[src/rtl/bit_serializer.sv]
// bit_serializer: accepts WIDTH-bit words over a valid/ready handshake and
// shifts them out MSB-first on sout, one bit per clock. A one-word hold
// register lets the next word queue up so back-to-back frames have no gap.
// Optional feature: define SERIALIZER_PARITY_EN to append an even-parity bit
// after the LSB of every frame (frame length WIDTH+1 instead of WIDTH).
module bit_serializer #(
  parameter int WIDTH = 8
) (
  input  logic             clk,
  input  logic             reset,
  input  logic [WIDTH-1:0] din,
  input  logic             din_valid,
  output logic             din_ready,
  output logic             sout,
  output logic             sout_valid,
  output logic             busy
);

`ifdef SERIALIZER_PARITY_EN
  localparam int FRAME = WIDTH + 1;
`else
  localparam int FRAME = WIDTH;
`endif
  localparam int CNT_W = $clog2(FRAME);
  localparam logic [CNT_W-1:0] LAST_CNT = CNT_W'(FRAME - 1);

  localparam logic [0:0] S_IDLE  = 1'b0;
  localparam logic [0:0] S_SHIFT = 1'b1;

  logic [0:0]       r_state;
  logic [WIDTH-1:0] r_shift;
  logic [CNT_W-1:0] r_cnt;
  logic [WIDTH-1:0] r_hold;
  logic             r_hold_full;
  logic             r_sout;
  logic             r_sout_valid;
  logic             r_busy;

  logic [0:0]       w_nstate;
  logic [WIDTH-1:0] w_nshift;
  logic [CNT_W-1:0] w_ncnt;
  logic [WIDTH-1:0] w_nhold;
  logic             w_nhold_full;
  logic             w_load;
  logic [WIDTH-1:0] w_load_word;
  logic             w_accept;
  logic             w_last;
  logic             w_fill;

  assign din_ready  = !r_hold_full && !reset;
  assign w_accept   = din_valid && din_ready;
  assign w_last     = (r_cnt == LAST_CNT);
  assign sout       = r_sout;
  assign sout_valid = r_sout_valid;
  assign busy       = r_busy;

`ifdef SERIALIZER_PARITY_EN
  logic r_par;

  // Capture even parity of each word as it enters the shift register; it is
  // shifted in behind the data so it reaches the MSB after the LSB.
  always_ff @(posedge clk) begin
    if (reset) begin
      r_par <= 1'b0;
    end else if (w_load) begin
      r_par <= ^w_load_word;
    end
  end

  assign w_fill = r_par;
`else
  assign w_fill = 1'b0;
`endif

  // Next-state logic: start, advance, chain or end a frame; queue a word.
  always_comb begin
    w_nstate     = r_state;
    w_nshift     = r_shift;
    w_ncnt       = r_cnt;
    w_nhold      = r_hold;
    w_nhold_full = r_hold_full;
    w_load       = 1'b0;
    w_load_word  = din;
    case (r_state)
      S_IDLE: begin
        if (w_accept) begin
          w_load   = 1'b1;
          w_ncnt   = '0;
          w_nstate = S_SHIFT;
        end
      end
      default: begin
        if (w_last) begin
          w_ncnt = '0;
          if (r_hold_full) begin
            // Queued word follows immediately: no idle bit between frames.
            w_load       = 1'b1;
            w_load_word  = r_hold;
            w_nhold_full = 1'b0;
          end else if (w_accept) begin
            w_load = 1'b1;
          end else begin
            w_nstate = S_IDLE;
            w_nshift = '0;
          end
        end else begin
          w_nshift = {r_shift[WIDTH-2:0], w_fill};
          w_ncnt   = r_cnt + CNT_W'(1);
          if (w_accept) begin
            w_nhold      = din;
            w_nhold_full = 1'b1;
          end
        end
      end
    endcase
    if (w_load) begin
      w_nshift = w_load_word;
    end
  end

  // State and output registers; outputs are computed from next-state values
  // so a word accepted at an edge shows its MSB right after that edge.
  always_ff @(posedge clk) begin
    if (reset) begin
      r_state      <= S_IDLE;
      r_shift      <= '0;
      r_cnt        <= '0;
      r_hold       <= '0;
      r_hold_full  <= 1'b0;
      r_sout       <= 1'b0;
      r_sout_valid <= 1'b0;
      r_busy       <= 1'b0;
    end else begin
      r_state      <= w_nstate;
      r_shift      <= w_nshift;
      r_cnt        <= w_ncnt;
      r_hold       <= w_nhold;
      r_hold_full  <= w_nhold_full;
      r_sout       <= (w_nstate == S_SHIFT) && w_nshift[WIDTH-1];
      r_sout_valid <= (w_nstate == S_SHIFT);
      r_busy       <= (w_nstate == S_SHIFT) || w_nhold_full;
    end
  end

endmodule

[config.mk]
export PLATFORM = sky130hd
export DESIGN_NAME = bit_serializer
export DESIGN_NICKNAME = d
export VERILOG_FILES = /design/src/rtl/bit_serializer.sv
export SDC_FILE = /design/constraint.sdc
export NUM_CORES = 1
export LEC_CHECK = 0
export CAP_MARGIN = 20
export CORE_MARGIN = 1
export CORE_UTILIZATION = 40
export CTS_BUF_LIST = sky130_fd_sc_hd__clkbuf_4
export CTS_CLUSTER_SIZE = 12
export DETAILED_ROUTE_END_ITERATION = 10
export PLACE_DENSITY = 0.68
export SLEW_MARGIN = 15
export SYNTH_ARGS = -nofsm -noshare
export SYNTH_HDL_FRONTEND = slang
export SYNTH_SLANG_ARGS = --single-unit
export TNS_END_PERCENT = 30
[constraint.sdc]
create_clock -name clk -period 4.7 [get_ports clk]
set_input_delay 0.705 -clock clk [delete_from_list [all_inputs] [get_ports clk]]
set_output_delay 0.705 -clock clk [all_outputs]
set_load 0.01 [all_outputs]
==> impl_metrics.env, run 1 <==
export IMPL_die_h_um=53.72
export IMPL_highest_layer="met4"
export IMPL_port_buffers=14
export IMPL_fmax_ghz=0.3218
export IMPL_relSlewSlack_pct=38.60
export IMPL_path_clk_slew_ns=0.13
export IMPL_rsz0062_at_grt="false"
export IMPL_cap_violations=0
export IMPL_die_w_um=53.72
export IMPL_die_area_mm2=0.002885
export IMPL_avgRoutedWirePerCell_um=12.68
export IMPL_period_needed_ns=3.107
export IMPL_ir_drop_mv=0.1723
export IMPL_ys_seq_area_share_pct=43.04
export IMPL_tightestPinTransition_ns=0.9182
export IMPL_cts_tree="done"
export IMPL_reg2reg_from="r_cnt[0]"
export IMPL_dp_cells=153
export IMPL_synth_distinct_cells=29
export IMPL_syn_mean_instance_area_um2=9.302
export IMPL_drv_slew=0
export IMPL_hpwl_um=1382
export IMPL_h_tree_depth=1
export IMPL_post_place_ws_ns=1.575
export IMPL_r2r_cells=6
export IMPL_end_kind="output port"
export IMPL_start_util_pct=42.79
export IMPL_antenna_left=0
export IMPL_grt_pass1_wl_um=3277
export IMPL_cts_made_buffers=3
export IMPL_drc_errors=0
export IMPL_route_vias_total=843
export IMPL_hp_class="flop to flop"
export IMPL_totalWireLength_um=1991
export IMPL_syn_inst=115
export IMPL_instances_no_fill=157
export IMPL_area_delta_synth_final_pct=15.79
export IMPL_async_flop_share_pct=0
export IMPL_grt_max_degree=28
export IMPL_synth_simple_area_share_pct=18.83
export IMPL_firstDrtPassIters=4
export IMPL_synth_top_family_by_area="simple AND/OR/NAND/NOR gates"
export IMPL_crit_fanout=27
export IMPL_cts_hold_buf=0
export IMPL_synthTopCellsByCount="dfxtp_1 (23), nor2_1 (22), mux2i_1 (16)"
export IMPL_placementRows=18
export IMPL_worst_slack_ns=1.593
export IMPL_synth_seq_cells=23
export IMPL_finalSetupTns_ns=0
export IMPL_clkSinkCount=23
export IMPL_drt_iter0_markers=13
export IMPL_grt_remaining_overflow=0
export IMPL_synth_warnings=0
export IMPL_core_area_mm2=0.002500
export IMPL_wl_met3_um=65
export IMPL_cts_resized=0
export IMPL_gr_usage_all_layers_pct=15.97
export IMPL_synth_top_area_share_pct=43.04
export IMPL_gp_congestion=0.7960
export IMPL_min_path_cells=2
export IMPL_synth_ff_type="dfxtp_1"
export IMPL_drive_gt1_share_pct=11.81
export IMPL_hold_viol=0
export IMPL_p_total_uw=378.2
export IMPL_worstPathArrival_ns=2.40
export IMPL_rr_endpoint="r_hold[2]"
export IMPL_yosys_cell_count_top_type="dfxtp_1"
export IMPL_power_leakage_nw=0.5648
export IMPL_synth_xor_area_share_pct=0
export IMPL_postCtsSetupRepairBufs=0
export IMPL_synthMuxAreaShare_pct=14.97
export IMPL_power_density_mw_per_mm2=305.4
export IMPL_io_pins=15
export IMPL_setup_viol=0
export IMPL_insertedDiodeCount=0
export IMPL_synth_edf_count=0
export IMPL_vias_per_cell=5.369
export IMPL_wl_met2_um=909
export IMPL_finClkSkew_ns=0.003176
export IMPL_synthTopCellsByArea="dfxtp_1 (43%), mux2i_1 (15%), nor2_1 (7.7%)"
export IMPL_synth_nets=128
export IMPL_synth_area_leader_cell="dfxtp_1"
export IMPL_crit_start="reset"
export IMPL_clkLatencyLatePin_ns=0.30
export IMPL_worstSetupPathType="input pin to output port"
export IMPL_synth_compound_area_share_pct=16.49
export IMPL_cp_start_kind="input pin"
export IMPL_r2r_setup_slack_ns=2.66
export IMPL_cts_buffer_depth=2
export IMPL_root_buffer="clkbuf_4"
export IMPL_mappedNetlistArea_mm2=0.001070
export IMPL_crit_end="din_ready"
export IMPL_fin_crit_sh_pct=66.11
export IMPL_outcome="finished clean"
export IMPL_required_ns=3.99
export IMPL_antenna_found_initial=0
export IMPL_met1_length_um=998
export IMPL_post_synth_fa_ha_maj_area_fraction_pct=2.339
export IMPL_grt_pass1_vias=754
export IMPL_timing_hold_ws_ns=0.5043
export IMPL_finalNetCount=141
per-stage QoR:
step                cell area (µm²)  utilization [%]
floorplan                      1070                -
global placement               1209            48.35
detailed placement             1209            48.35
CTS                            1239            49.55
global route                   1239            49.55
finish                         1239            49.55
logic make-up (layout without fill, tap and decap cells):
logic type	Yosys count	after routing
mux	16	16
flops	23	23
simple gates	39	39
buf+inv	8	20
compound gates	27	27
fa+ha+maj	2	2
area by class of cell:
class	instances	area (µm²)
clock buffers	4	30.03
flip-flops and latches	23	460.4
multi-input cells	84	563.0
inverters	2	7.507
repair buffers	14	140.1
well taps	30	37.54
fillers	245	1261
state kept, by name, indices dropped and copies added (netlist names):
name,cells
r_shift,8
sout_valid,1
r_cnt,3
busy,1
r_hold_full,1
sout,1
r_hold,8
how the worst min path moves through the flow:
stage | start | to | slack [ns]
after floorplan | r_shift[0] | r_shift[0] | 0.46
after global placement | r_hold[5] | r_hold[5] | 0.48
after detailed placement | r_shift[4] | r_shift[4] | 0.49
after CTS | r_shift[4] | r_shift[4] | 0.50
after global routing | r_shift[4] | r_shift[4] | 0.53
final | r_shift[4] | r_shift[4] | 0.50
where the power goes:
part	switching (mW)	internal, mW	total (mW)
sequential	0.00967	0.208	0.218
combinational	0.0305	0.0329	0.0634
clock	0.0582	0.0388	0.0971
total	0.0984	0.280	0.378
routing by layer:
| metal | GRT usage [%] | up-vias |
|---|---|---|
| li1 | - | 426 |
| met1 | 18.93 | 400 |
| met2 | 27.16 | 15 |
| met3 | 3.390 | 2 |
| met4 | 7.456 | 0 |
| met5 | 0 | - |
layout by cell type, fill, tap and decap left out:
cell | synthesis | final
o21ai_1 | 1 | 1
dfxtp_1 | 23 | 23
and2b_4 | 1 | 1
o211ai_1 | 1 | 1
or2_2 | 6 | 6
nor2b_2 | 1 | 1
a21oi_2 | 1 | 1
mux2i_1 | 16 | 16
clkdlybuf4s50_1 | 0 | 14
nand2b_2 | 1 | 1
a2bb2oi_1 | 1 | 1
o22ai_1 | 1 | 1
or2_1 | 1 | 1
a22oi_1 | 2 | 2
o21bai_1 | 1 | 1
or3_1 | 2 | 2
nand2b_1 | 4 | 4
inv_1 | 2 | 2
a21oi_1 | 9 | 9
clkbuf_4 | 0 | 4
a211oi_1 | 6 | 6
ha_1 | 2 | 2
o31ai_1 | 1 | 1
a311o_1 | 1 | 1
nand3_2 | 1 | 1
o21ai_0 | 2 | 2
nor2_1 | 22 | 22
worst max-delay path, cell delays in order:
cell             delay (ns)
clkdlybuf4s50_1        0.88
nor2_1                 0.25
clkdlybuf4s50_1        0.56
Power figures use the tool's default switching activity.
==> run 2, diff against run 1 <==
==> constraint.sdc (replaced) <==
create_clock -name clk -period 2.9 [get_ports clk]
set_input_delay 0.435 -clock clk [delete_from_list [all_inputs] [get_ports clk]]
set_output_delay 0.435 -clock clk [all_outputs]
set_load 0.01 [all_outputs]
==> impl_metrics.env, run 2 (synthesis gave the netlist of run 1 again) <==
export IMPL_hpwl_um=1402
export IMPL_avgRoutedWirePerCell_um=12.30
export IMPL_cts_buffer_depth=2
export IMPL_period_needed_ns=2.141
export IMPL_power_density_mw_per_mm2=485.7
export IMPL_final_common_cell="dfxtp_1"
export IMPL_reg_largest_list="r_hold x8, r_shift x8, r_cnt x3"
export IMPL_worstSetupPathType="input pin to output port"
export IMPL_postCtsSetupRepairBufs=0
export IMPL_crit_chain="clkdlybuf4s50_1 -> nor2_1 -> clkdlybuf4s50_1"
export IMPL_ir_drop_mv=0.2960
export IMPL_grt_pass1_vias=760
export IMPL_gr_usage_all_layers_pct=15.42
export IMPL_worst_slack_ns=0.7586
export IMPL_cts_resized=0
export IMPL_area_delta_synth_final_pct=16.26
export IMPL_finalInstanceArea_mm2=0.001244
export IMPL_grt_remaining_overflow=0
export IMPL_vias_per_cell=5.158
export IMPL_layout_common_cells="dfxtp_1 (23), nor2_1 (22), mux2i_1 (16), clkdlybuf4s50_1 (14), a21oi_1 (9)"
export IMPL_insertedDiodeCount=0
export IMPL_rsz0062_at_grt="false"
export IMPL_root_buffer="clkbuf_4"
export IMPL_crit_fanout=9
export IMPL_die_h_um=53.72
export IMPL_drive_gt1_share_pct=12.50
export IMPL_fmax_ghz=0.4670
export IMPL_hp_class="flop to flop"
export IMPL_nFillCells=240
export IMPL_finClkSkew_ns=0.001331
export IMPL_totalWireLength_um=1943
export IMPL_power_leakage_nw=0.5689
export IMPL_placementRows=18
export IMPL_antenna_found_initial=0
export IMPL_firstDrtPassIters=3
export IMPL_clkLatencyLatePin_ns=0.31
export IMPL_port_buffers=14
export IMPL_dp_cells=154
export IMPL_drt_iter0_markers=16
export IMPL_cp_common_cell="clkdlybuf4s50_1"
export IMPL_end_kind="output port"
export IMPL_setup_viol=0
export IMPL_core_area_mm2=0.002500
export IMPL_relSlewSlack_pct=64.25
export IMPL_finalNetCount=142
export IMPL_outcome="finished clean"
export IMPL_path_clk_slew_ns=0.13
export IMPL_gp_congestion=0.7354
export IMPL_cap_violations=0
export IMPL_worstPathArrival_ns=1.71
export IMPL_cts_hold_buf=0
export IMPL_cp_start_kind="input pin"
export IMPL_hold_viol=0
export IMPL_die_w_um=53.72
export IMPL_start_util_pct=42.79
export IMPL_place_area_mm2=0.001216
export IMPL_required_ns=2.47
export IMPL_antenna_left=0
export IMPL_post_place_ws_ns=0.7519
export IMPL_min_path_cells=2
export IMPL_cts_made_buffers=3
export IMPL_grt_max_degree=20
export IMPL_crit_path_max_incr_delay_ns=0.56
export IMPL_final_util_pct=49.75
export IMPL_slowest_stage="clkdlybuf4s50_1"
export IMPL_h_tree_depth=1
export IMPL_cts_tree="done"
export IMPL_route_vias_total=815
export IMPL_instances_no_fill=158
export IMPL_io_pins=15
export IMPL_tightestPinTransition_ns=0.5307
export IMPL_finalSetupTns_ns=0
export IMPL_clkSinkCount=23
export IMPL_fin_crit_sh_pct=73.84
export IMPL_p_total_uw=604.1
export IMPL_grt_pass1_wl_um=3229
export IMPL_die_area_mm2=0.002885
export IMPL_timing_hold_ws_ns=0.5037
export IMPL_r2r_cells=6
export IMPL_drv_slew=0
export IMPL_drc_errors=0
## run 2: cell types whose count changed in the layout (fill, tap and decap cells not counted)
cell,previous run,this run
buf_4,0,1
clkbuf_4,4,3
clkinv_2,0,1
## run 2: final timing paths
check                                 from  slack [ns]    endpoint
worst min register to register  r_shift[4]        0.50  r_shift[4]
worst min-delay path            r_shift[4]        0.50  r_shift[4]
worst max register to register    r_cnt[0]        0.90   r_hold[7]
worst max-delay path                 reset        0.76   din_ready
## run 2: area by class of cell
type,instances,area (µm²),area share (%)
Clock buffer,3,22.52,1.811
Clock inverter,1,5.005,0.4024
Inverter,2,7.507,0.6036
Multi-Input combinational cell,84,563.0,45.27
Sequential cell,23,460.4,37.02
Tap cell,30,37.54,3.018
Timing Repair Buffer,15,147.6,11.87
## run 2: routing by layer
layer  track usage (%)  share of wire, %  vias to the layer above
li1                  -                 -                      429
met1             19.38                50                      373
met2             25.31                46                       11
met3             2.542               2.9                        2
met4             7.456              0.51                        0
met5                 0                 0                        -
## run 2: power by group
group	switching (mW)	internal [mW]	leakage [nW]
Combinational	0.0494	0.0543	0.363
Sequential	0.0153	0.337	0.189
Clock	0.0964	0.0515	0.0177
## run 2: critical path: cells and delay by family
kind | cells | cell delay [ns]
buffers and inverters | 2 | 1.11
and+or+nand+nor | 1 | 0.16
==> run 3, diff against run 2 <==
==> constraint.sdc (replaced) <==
create_clock -name clk -period 2 [get_ports clk]
set_input_delay 0.3 -clock clk [delete_from_list [all_inputs] [get_ports clk]]
set_output_delay 0.3 -clock clk [all_outputs]
set_load 0.01 [all_outputs]
==> impl_metrics.env, run 3 (synthesis gave the netlist of run 1 again) <==
export IMPL_outcome="finished clean"
export IMPL_firstDrtPassIters=4
export IMPL_crit_chain="clkdlybuf4s50_1"
export IMPL_grt_pass1_vias=789
export IMPL_worstPathArrival_ns=1.58
export IMPL_die_w_um=53.72
export IMPL_layout_common_cells="dfxtp_1 (23), nor2_1 (22), mux2i_1 (16), clkdlybuf4s50_1 (14), a21oi_1 (9)"
export IMPL_use_met1_pct=19.38
export IMPL_drc_errors=0
export IMPL_drv_slew=0
export IMPL_gr_usage_all_layers_pct=16.89
export IMPL_gp_congestion=0.7926
export IMPL_clkLatencyLatePin_ns=0.31
export IMPL_postCtsSetupRepairBufs=0
export IMPL_grt_max_degree=20
export IMPL_tightestPinTransition_ns=0.4817
export IMPL_finalSetupTns_ns=0
export IMPL_reg_largest_list="r_hold x8, r_shift x8, r_cnt x3"
export IMPL_hp_start="r_shift[4]"
export IMPL_cts_buffer_depth=2
export IMPL_area_delta_synth_final_pct=18.60
export IMPL_p_total_uw=898.9
export IMPL_core_area_mm2=0.002500
export IMPL_route_vias_total=862
export IMPL_fin_crit_sh_pct=94.07
export IMPL_avgRoutedWirePerCell_um=12.68
export IMPL_relSlewSlack_pct=67.89
export IMPL_drt_iter0_markers=8
export IMPL_crit_fanout=13
export IMPL_die_area_mm2=0.002885
export IMPL_worstSetupPathType="flop to output port"
export IMPL_setup_viol=0
export IMPL_place_area_mm2=0.001224
export IMPL_p_clk_share_pct=25.7
export IMPL_hold_viol=0
export IMPL_crit_start="sout_valid"
export IMPL_hpwl_um=1466
export IMPL_power_density_mw_per_mm2=708.5
export IMPL_worst_slack_ns=0.1185
export IMPL_final_common_cell="dfxtp_1"
export IMPL_gr_usage_met3_pct=3.390
export IMPL_antenna_left=0
export IMPL_cts_made_buffers=3
export IMPL_cts_hold_buf=0
export IMPL_h_tree_depth=1
export IMPL_finalInstanceArea_mm2=0.001269
export IMPL_ir_drop_mv=0.3909
export IMPL_p_int_uw=661.2
export IMPL_root_buffer="clkbuf_4"
export IMPL_power_leakage_nw=0.5731
export IMPL_p_sw_share_pct=26.44
export IMPL_grt_use_met2_pct=27.98
export IMPL_rsz0062_at_grt="false"
export IMPL_totalWireLength_um=2016
export IMPL_die_h_um=53.72
export IMPL_p_seq_share_pct=57.0
export IMPL_start_util_pct=42.79
export IMPL_finalNetCount=143
export IMPL_fmax_ghz=0.5315
export IMPL_end_kind="output port"
export IMPL_pwr_share_comb_pct=17.2
export IMPL_path_clk_slew_ns=0.13
export IMPL_port_buffers=14
export IMPL_crit_buf_inv=1
export IMPL_io_pins=15
export IMPL_crit_path_max_incr_delay_ns=0.64
export IMPL_finClkSkew_ns=0.005678
export IMPL_slowest_stage="dfxtp_1"
export IMPL_reg2reg_from="r_cnt[0]"
export IMPL_period_needed_ns=1.881
export IMPL_drive_gt1_share_pct=14.73
export IMPL_clkSinkCount=23
export IMPL_cap_violations=0
export IMPL_grt_pass1_wl_um=3387
export IMPL_hp_class="flop to flop"
export IMPL_insertedDiodeCount=0
export IMPL_antenna_found_initial=0
export IMPL_cp_top_family="flip-flops"
export IMPL_required_ns=1.70
export IMPL_busiest_layer="met2"
export IMPL_post_place_ws_ns=0.01870
export IMPL_grt_remaining_overflow=0
export IMPL_vias_per_cell=5.421
export IMPL_cts_tree="done"
export IMPL_p_switching_uw=237.7
export IMPL_placementRows=18
export IMPL_cp_start_kind="flop"
## run 3: cell count changes in the layout (fill, tap and decap cells not counted), sizes merged
| cell | change |
|---|---|
| clkinv | -1 |
| buf | +1 |
| clkbuf | +1 |
## run 3: worst register-to-register path, delay by kind of cell, from the launching register on
kind,cells,cell delay [ns]
AND/OR/NAND/NOR,3,0.74
multiplexers,1,0.19
flip-flops,1,0.36
adder cells (fa/ha/maj),2,0.42
## run 3: per-stage QoR
stage | util (%) | hold slack [ns] | std cells
6_report | 50.75 | 0.5057 | 159
2_1_floorplan | - | 0.4439 | 115
3_5_place_dp | 48.95 | 0.4865 | 155
5_1_grt | 50.75 | 0.5410 | 159
3_3_place_gp | 48.95 | 0.4740 | 155
4_1_cts | 50.35 | 0.5046 | 159
## run 3: layout make-up
cell class | instances | area [µm²]
multi-input cells | 84 | 578.1
fillers | 236 | 1231
repair buffers | 16 | 155.1
flip-flops and latches | 23 | 460.4
well taps | 30 | 37.54
inverters | 2 | 7.507
clock buffers | 4 | 30.03
## run 3: layer usage
layer	up-vias	share of wire, %
met1	396	45
met4	0	2.9
met3	7	4.3
met2	26	48
met5	-	0
li1	433	-
## run 3: worst paths after layout
kind | end | slack (ns) | cells after the start
max | sout_valid | 0.12 | 1
min | r_shift[4] | 0.51 | 2
max reg2reg | r_hold[2] | 0.19 | 6
min reg2reg | r_shift[4] | 0.51 | 2
## run 3: power groups by stage
stage | combinational, mW | clock (mW) | sequential, mW
2_1_floorplan | 0.105 | 0 | 0.514
3_3_place_gp | 0.150 | 0 | 0.521
3_5_place_dp | 0.154 | 0 | 0.522
4_1_cts | 0.155 | 0.236 | 0.512
5_1_grt | 0.173 | 0.251 | 0.518
6_report | 0.155 | 0.231 | 0.513
## run 3: what timing repair did
action,in CTS,in global routing
gates cloned,0,0
endpoints found under the setup margin,1,5
pin swaps,0,0
resized for setup,1,3
